## src/rtl/uart_tx_serializer.sv

```systemverilog
// uart_tx_serializer
//   Pops bytes from a TX FIFO and sends them as asynchronous serial frames:
//   start bit, 7 or 8 data bits LSB first, optional parity bit, one stop bit.
//   Every bit lasts OVERSAMPLE baud_tick pulses.
//
//   Build option: define UART_TX_PARITY_EN to compile in the parity bit.
//   When UART_TX_PARITY_EN is undefined, parity_en and odd_n_even are ignored
//   and no frame ever carries a parity bit.
//
// Ports
//   clock        system clock, rising edge
//   reset_n      asynchronous active-low reset
//   baud_tick    one-clock enable at OVERSAMPLE x baud rate
//   fifo_empty   TX FIFO empty flag
//   fifo_read_n  active-low FIFO pop, one clock wide per byte
//   fifo_data    FIFO output byte (registered inside the FIFO)
//   bit8         1 = 8 data bits, 0 = 7 data bits
//   parity_en    1 = append parity bit (UART_TX_PARITY_EN builds only)
//   odd_n_even   1 = odd parity, 0 = even parity
//   tx           serial line, idle high, registered
//   tx_busy      high in every state except IDLE
//   tx_done      one-clock pulse on the last tick of the stop bit
`timescale 1ns/1ps

module uart_tx_serializer #(
    parameter int unsigned OVERSAMPLE = 16
) (
    input  logic       clock,
    input  logic       reset_n,
    input  logic       baud_tick,
    input  logic       fifo_empty,
    output logic       fifo_read_n,
    input  logic [7:0] fifo_data,
    input  logic       bit8,
    input  logic       parity_en,
    input  logic       odd_n_even,
    output logic       tx,
    output logic       tx_busy,
    output logic       tx_done
);

    localparam int unsigned          CNT_W    = $clog2(OVERSAMPLE);
    localparam logic [CNT_W-1:0]     CNT_LAST = CNT_W'(OVERSAMPLE - 1);

    typedef enum logic [2:0] {
        IDLE,
        POP,
        WAIT1,
        WAIT2,
        START,
        DATA,
`ifdef UART_TX_PARITY_EN
        PARITY,
`endif
        STOP
    } state_t;

    state_t           state_q,   state_d;
    logic [CNT_W-1:0] cnt_q,     cnt_d;
    logic [2:0]       bit_idx_q, bit_idx_d;
    logic [7:0]       shift_q,   shift_d;
    logic             bit8_q,    bit8_d;
    logic             tx_q,      tx_d;
    logic             bit_end;
    logic [2:0]       last_idx;

`ifdef UART_TX_PARITY_EN
    logic             parity_en_q,  parity_en_d;
    logic             parity_bit_q, parity_bit_d;
`else
    logic             unused_parity_cfg;
    assign unused_parity_cfg = parity_en ^ odd_n_even;
`endif

    always_ff @(posedge clock or negedge reset_n) begin
        if (!reset_n) begin
            state_q      <= IDLE;
            cnt_q        <= '0;
            bit_idx_q    <= '0;
            shift_q      <= '0;
            bit8_q       <= 1'b0;
            tx_q         <= 1'b1;
`ifdef UART_TX_PARITY_EN
            parity_en_q  <= 1'b0;
            parity_bit_q <= 1'b0;
`endif
        end else begin
            state_q      <= state_d;
            cnt_q        <= cnt_d;
            bit_idx_q    <= bit_idx_d;
            shift_q      <= shift_d;
            bit8_q       <= bit8_d;
            tx_q         <= tx_d;
`ifdef UART_TX_PARITY_EN
            parity_en_q  <= parity_en_d;
            parity_bit_q <= parity_bit_d;
`endif
        end
    end

    assign bit_end  = baud_tick && (cnt_q == CNT_LAST);
    assign last_idx = bit8_q ? 3'd7 : 3'd6;

    always_comb begin
        state_d      = state_q;
        cnt_d        = cnt_q;
        bit_idx_d    = bit_idx_q;
        shift_d      = shift_q;
        bit8_d       = bit8_q;
        tx_d         = tx_q;
        tx_done      = 1'b0;
`ifdef UART_TX_PARITY_EN
        parity_en_d  = parity_en_q;
        parity_bit_d = parity_bit_q;
`endif

        // Bit-time counter runs only in the four line states and wraps on the
        // last tick so every bit state starts from zero.
        if (state_q inside {START, DATA, STOP}
`ifdef UART_TX_PARITY_EN
            || state_q == PARITY
`endif
           ) begin
            if (baud_tick) begin
                cnt_d = bit_end ? '0 : cnt_q + 1'b1;
            end
        end

        // tx is registered, so each branch sets the value the line takes in
        // the state being entered.
        case (state_q)
            IDLE: begin
                tx_d = 1'b1;
                if (!fifo_empty) begin
                    state_d = POP;
                end
            end
            POP: begin
                tx_d    = 1'b1;
                state_d = WAIT1;
            end
            WAIT1: begin
                tx_d    = 1'b1;
                state_d = WAIT2;
            end
            WAIT2: begin
                // FIFO output is valid two edges after the pop; frame
                // configuration is latched with it and held for the frame.
                shift_d      = fifo_data;
                bit8_d       = bit8;
`ifdef UART_TX_PARITY_EN
                parity_en_d  = parity_en;
                parity_bit_d = (^(fifo_data & {bit8, 7'h7F})) ^ odd_n_even;
`endif
                cnt_d        = '0;
                bit_idx_d    = '0;
                tx_d         = 1'b0;
                state_d      = START;
            end
            START: begin
                if (bit_end) begin
                    tx_d    = shift_q[0];
                    state_d = DATA;
                end
            end
            DATA: begin
                if (bit_end) begin
                    if (bit_idx_q == last_idx) begin
`ifdef UART_TX_PARITY_EN
                        if (parity_en_q) begin
                            tx_d    = parity_bit_q;
                            state_d = PARITY;
                        end else begin
                            tx_d    = 1'b1;
                            state_d = STOP;
                        end
`else
                        tx_d    = 1'b1;
                        state_d = STOP;
`endif
                    end else begin
                        bit_idx_d = bit_idx_q + 3'd1;
                        shift_d   = shift_q >> 1;
                        tx_d      = shift_q[1];
                    end
                end
            end
`ifdef UART_TX_PARITY_EN
            PARITY: begin
                if (bit_end) begin
                    tx_d    = 1'b1;
                    state_d = STOP;
                end
            end
`endif
            STOP: begin
                tx_d = 1'b1;
                if (bit_end) begin
                    tx_done = 1'b1;
                    state_d = IDLE;
                end
            end
            default: begin
                tx_d    = 1'b1;
                state_d = IDLE;
            end
        endcase
    end

    assign fifo_read_n = (state_q != POP);
    assign tx_busy     = (state_q != IDLE);
    assign tx          = tx_q;

endmodule
```

## config.mk

```make
export PLATFORM = sky130hd
export DESIGN_NAME = uart_tx_serializer
export DESIGN_NICKNAME = d
export VERILOG_FILES = /design/src/rtl/uart_tx_serializer.sv
export SDC_FILE = /design/constraint.sdc
export NUM_CORES = 1
export LEC_CHECK = 0
export ABC_CLOCK_PERIOD_IN_PS = 1650
export CORE_MARGIN = 2
export CORE_UTILIZATION = 46
export CTS_BUF_LIST = sky130_fd_sc_hd__clkbuf_4 sky130_fd_sc_hd__clkbuf_8 sky130_fd_sc_hd__clkbuf_16
export DETAILED_ROUTE_END_ITERATION = 16
export HOLD_SLACK_MARGIN = 0.12
export PLACE_DENSITY = 0.74
export SLEW_MARGIN = 20
export SYNTH_ARGS = -nofsm -noshare
export SYNTH_HDL_FRONTEND = slang
export SYNTH_SLANG_ARGS = --single-unit
```

## constraint.sdc

```tcl
create_clock -name clock -period 1.65 [get_ports clock]
set_input_delay 0.33 -clock clock [delete_from_list [all_inputs] [get_ports clock]]
set_output_delay 0.33 -clock clock [all_outputs]
set_load 0.1 [all_outputs]
```

==> run_results.csv, run 1 <==
group,metric,value,unit
setup_path,endpoint,"tx_done",
job,cap_violations,0,
finish,final_cell_mix,"dfrtp_1, buf_4, clkdlybuf4s50_1",
synthesis,ys_ff_latch,20,
global_route,grt_pass1_vias,894,
finish,area_growth_syn_to_layout,43.5,%
clocking,path_clk_slew,100,ps
finish,drive_gt1_frac,0.386,
clocking,cts_buffers,3,
clocking,cts_sinks,20,
global_route,globalRouteTotalUtil,0.210,
floorplan,io_pins,19,
sta,hold_viol_final,0,
floorplan,core_area,2250,um2
clocking,insertion_delay,300,ps
setup_path,crit_arrival,1450,ps
sta,max_slew_margin,0.734,
placed_design,gp_congestion,0.763,
pwr,peakVddDrop,0.862,mV
clocking,cts.hold.buffers_added,0,
finish,final_util,0.713,
sta,period_share,1.08,
synthesis,synth_fp_nets,120,
setup_path,r2r-start,"cnt_q[0]$_DFFE_PN0P_",
global_route,grt.overflow.total,0,
clocking,cts_tree,"yes",
synthesis,synth_area,1120,um2
placed_design,portBuffers,16,
global_route,grt_antenna_before_repair,0,
sta,grt_setup_unrepaired,"true",
placed_design,detailed_place_hpwl,1870,um
synthesis,synth-warning-count,0,
synthesis,async_reset_ff_frac,1.00,
route,drc_errors,0,
clocking,htree_num_levels,1,
finish,multi_input_area,634,um2
clocking,clock_path_buffers,2,
pwr,p_leak,0.690,nW
finish,antenna_cells,0,
setup_path,crit_start,"cnt_q[0]$_DFFE_PN0P_",
status,violations,"negative setup slack",
route,vias_per_cell,5.63,
route,routed_wl,2580,um
global_route,grt_max_degree,21,
floorplan,dieArea,2850,um2
sta,setup_slack,-125,ps
sta,tightest_slew,398,ps
synthesis,yosysSeqAreaShare,0.448,
finish,seq_area,502,um2
setup_path,regToRegSetupSlack,-20,ps
clocking,root_buffer,"clkbuf_4",
sta,skew,4.77,ps
pwr,power_density,1030,nW/um2
route,postRouteAntennaNets,0,
sta,fin_crit,1780,ps
route,drtIter0Drc,42,
setup_path,path_class,"register to output port",
finish,fin_nets,158,
setup_path,critPathRequiredTime,1320,ps
synthesis,synth_area_per_cell,10.9,um2
hold_path,hp-class,"input pin to asynchronous set/reset pin",
route,wl_per_cell,15.3,um
setup_path,worstSetupEndpointType,"output port",
floorplan,start_util,0.497,
status,status,"complete, but fails checks",
floorplan,rows,17,
setup_path,reg2reg_to,"shift_q[3]$_DFFE_PN0P_",
global_route,grt_pass1_wl,4220,um
sta,fin_hold_ws,364,ps
sta,slew_violations,0,
floorplan,die_x,53.3,um
setup_path,critPathMaxFanout,5,
route,vias,945,
sta,fmax,0.563,GHz
floorplan,die_y,53.3,um
synthesis,synth_flop_cell,"dfrtp_1",
sta,setup_viol,9,
setup_path,ff2ff_path_depth,5,
route,first_pass_iters,6,
setup_path,start_kind,"register",
synthesis,synthDistinctLibCells,37,
finish,final_common_cell,"dfrtp_1",
synthesis,synth_edf_count,0,
finish,fillers,172,
synthesis,synthCells,103,
==> routing by layer <==
layer  GRT usage  wire length [um]  vias up
met4      0.0641                16        0
met5           0                 0        -
li1            -                 -      456
met2       0.354              1360       21
met1       0.261              1110      466
met3      0.0537                95        2
==> power breakdown <==
group          total [mW]  switching [mW]  internal, mW
sequential          0.691          0.0947         0.596
clock               0.249           0.139         0.111
combinational       0.721           0.326         0.395
total                1.66           0.559          1.10
==> Yosys cell counts (2+ instances only) <==
library cell	count	area share
dfrtp_1	19	0.42
a21oi_1	3	0.013
buf_2	3	0.013
nand2_1	7	0.023
nand2b_1	3	0.017
a22o_1	2	0.016
mux2_2	15	0.15
o21ai_0	7	0.031
nand4_1	3	0.017
nor2_1	4	0.013
o32ai_1	2	0.016
ha_1	2	0.022
nand3_1	3	0.013
inv_1	6	0.020
a32o_1	2	0.018
==> worst min-delay path by stage <==
stage / cells past startpoint / end / startpoint
CTS: 2 / cnt_q[3]$_DFFE_PN0P_ / reset_n
finish: 2 / shift_q[6]$_DFFE_PN0P_ / reset_n
floorplan: 0 / bit8_q$_DFFE_PN0N_ / reset_n
detailed placement: 1 / shift_q[2]$_DFFE_PN0P_ / shift_q[2]$_DFFE_PN0P_
global placement: 1 / shift_q[6]$_DFFE_PN0P_ / shift_q[6]$_DFFE_PN0P_
global route: 2 / cnt_q[3]$_DFFE_PN0P_ / reset_n
==> final cells by class <==
cell class,instances,share of cell area
Tap cell,28,0.0218
Clock buffer,4,0.0187
Sequential cell,20,0.312
Timing Repair Buffer,38,0.238
Multi-Input combinational cell,72,0.395
Inverter,6,0.0140
==> cell families (layout without fill, tap and decap cells) <==
family                     after synthesis  count (layout)  synth area share
AOI/OAI and AO/OA                       27              27             0.180
xor gates and xnor gates                 2               2            0.0156
adders and majority gates                2               2            0.0223
buffers and inverters                   11              48            0.0469
DFF                                     20              20             0.448
muxes                                   16              16             0.160
and+or+nand+nor                         25              25             0.127
==> worst max-delay path: stages, from the launching register on <==
cell	delay (ps)
dfrtp_1	420
ha_4	170
and4_4	230
nand2_4	60
nor2_4	100
buf_12	180
==> flip-flops by register name, summed over array words and instances (netlist names) <==
name and count:
state_q 3, bit8_q 1, bit_idx_q 3, tx 1, cnt_q 4, shift_q 8
==> stage by stage <==
stage	instances	setup WS, ps	TNS (ps)	total power [mW]	area [um2]
2_1_floorplan	103	-96.6	-531	1.09	1160
3_3_place_gp	157	-349	-3530	1.29	1480
3_5_place_dp	157	-375	-3810	1.32	1480
4_1_cts	167	-133	-241	1.65	1600
5_1_grt	168	-186	-790	1.77	1610
6_report	168	-125	-278	1.66	1610
==> timing repair <==
item	in CTS	in global routing
endpoints found under the hold margin	0	0
setup endpoints to repair	12	13
buffers inserted	6	1
pin swaps	5	1
resized for setup	11	2
(Power assumes the default switching activity.)
==> run 2: changes to the inputs <==
- TNS_END_PERCENT: not set -> 20
==> run 2 against run 1 <==
Combinational power rose by 7.6%; global-route usage rose by 3.0 points; the run still ends with negative setup slack left; highest routed layer unchanged; clock skew barely moved; via count rose by 6.7%; die area did not move; sequential share of layout area fell by 1.8 points; largest cell class unchanged; clock power rose by 16%; wire length rose by 16%; power rose by 5.7%; non-clock buffer count rose by 8; clock-buffer cell count did not move.
==> run_results.csv, run 2 (same netlist as run 1, synthesis figures left out) <==
group,metric,value,unit
finish,fin_nets,166,
sta,hold_viol_final,0,
global_route,grt_pass1_vias,1038,
floorplan,core_area,2250,um2
finish,largest_reg_flops,8,
pwr,finalPower,1.76,mW
floorplan,io_pins,19,
global_route,grt_max_degree,21,
floorplan,die_y,53.3,um
finish,final_cell_mix,"buf_4, dfrtp_1, clkdlybuf4s50_1",
pwr,power_frac_comb,0.442,
pwr,p_sw,0.599,mW
pwr,intPower,1.16,mW
sta,tightest_slew,365,ps
sta,fmax,0.550,GHz
finish,final-instance-count-excl-fill,176,
clocking,cts.hold.buffers_added,0,
route,met1_length,1200,um
finish,final_common_cell,"buf_4",
pwr,peakVddDrop,0.635,mV
floorplan,dieArea,2850,um2
route,topRoutingLayerUsed,"met4",
floorplan,rows,17,
setup_path,critPathRequiredTime,1320,ps
placed_design,portBuffers,16,
status,violations,"negative setup slack",
route,first_pass_iters,4,
sta,period_share,1.10,
global_route,grt.overflow.total,0,
finish,reg_top3,"shift_q x8, cnt_q x4",
setup_path,r2r-start,"cnt_q[1]$_DFFE_PN0P_",
clocking,clock_path_buffers,2,
finish,antenna_cells,0,
clocking,cts_sinks,20,
placed_design,place_area,1450,um2
route,vias_per_cell,5.73,
setup_path,crit_start,"cnt_q[1]$_DFFE_PN0P_",
hold_path,hp-class,"input pin to asynchronous set/reset pin",
sta,setup_slack,-169,ps
pwr,power_density,1030,nW/um2
route,drc_errors,0,
pwr,p_leak,0.733,nW
floorplan,die_x,53.3,um
route,vias,1008,
finish,area_growth_syn_to_layout,52.3,%
clocking,cts_tree,"yes",
clocking,insertion_delay,300,ps
global_route,globalRouteTotalUtil,0.240,
setup_path,path_class,"register to output port",
pwr,clkPwrFrac,0.165,
floorplan,start_util,0.497,
clocking,path_clk_slew,120,ps
placed_design,gp_congestion,0.767,
setup_path,worstSetupEndpointType,"output port",
setup_path,start_kind,"register",
clocking,cts_buffers,3,
finish,final_util,0.756,
placed_design,preCtsSetupSlack,-311,ps
setup_path,critPathMaxFanout,2,
finish,fillers,155,
route,wl_per_cell,17.0,um
status,status,"complete, but fails checks",
global_route,grt_antenna_before_repair,0,
finish,drive_gt1_frac,0.432,
placed_design,detailed_place_hpwl,1810,um
sta,skew,5.13,ps
route,drtIter0Drc,19,
job,cap_violations,0,
sta,setup_viol,10,
sta,fin_crit,1820,ps
route,postRouteAntennaNets,0,
finish,top_register,"shift_q",
setup_path,crit_arrival,1490,ps
pwr,switching_share,0.341,
finish,finalInstanceArea,1710,um2
sta,slew_violations,0,
route,wl_met3,123,um
sta,grt_setup_unrepaired,"true",
sta,max_slew_margin,0.756,
clocking,htree_num_levels,1,
global_route,grt_pass1_wl,4800,um
placed_design,placed_cells,157,
route,met2_length,1610,um
clocking,root_buffer,"clkbuf_4",
route,routed_wl,2990,um
pwr,pwr-share-seq,0.394,
## run 2: final timing paths
check	endpoint	slack, ps	cells after the start
min	cnt_q[3]$_DFFE_PN0P_	340	2
min reg2reg	shift_q[5]$_DFFE_PN0P_	520	1
max reg2reg	shift_q[0]$_DFFE_PN0P_	-130	6
max in group asynchronous	tx$_DFFE_PN1P_	1030	2
min in group clock	shift_q[5]$_DFFE_PN0P_	520	1
max	tx_done	-170	5
## run 2: worst max-delay path, stage by stage (launching register included)
cell,delay [ps]
dfrtp_1,430
ha_4,160
and4_4,230
nand2_4,60
nor2_4,120
buf_12,180
## run 2: layout make-up
class / count / area [um2] / share of cell area
clock buffer: 4 / 36.3 / 0.0213
multi-input combinational: 72 / 639 / 0.375
timing repair buffer: 46 / 470 / 0.276
tap: 28 / 35.0 / 0.0205
inverter: 6 / 22.5 / 0.0132
sequential: 20 / 502 / 0.294
## run 2: per-layer routing
metal  track usage  vias to the layer above
met5             0                        -
met4         0.103                        0
met3        0.0452                       10
met2         0.438                       28
met1         0.266                      497
li1              -                      473
## run 2: power groups by stage
stage          Combinational [mW]  Sequential, mW  Clock [mW]
2_1_floorplan               0.328           0.744           0
3_3_place_gp                0.589           0.680           0
3_5_place_dp                0.615           0.689           0
4_1_cts                     0.731           0.683       0.290
5_1_grt                     0.834           0.700       0.313
6_report                    0.776           0.691       0.290
## run 2: what timing repair did
item	CTS	global route
endpoints found under the setup margin	10	16
gates resized for setup	13	5
gates cloned	1	0
setup buffers	13	1
pin swaps	3	0
## run 2: metrics by stage
| stage | TNS, ps | hold WS, ps |
|---|---|---|
| 3_3_place_gp | -2740 | 487 |
| 5_1_grt | -1860 | 373 |
| 2_1_floorplan | -485 | 34.4 |
| 3_5_place_dp | -3050 | 502 |
| 4_1_cts | -812 | 358 |
| 6_report | -1010 | 344 |
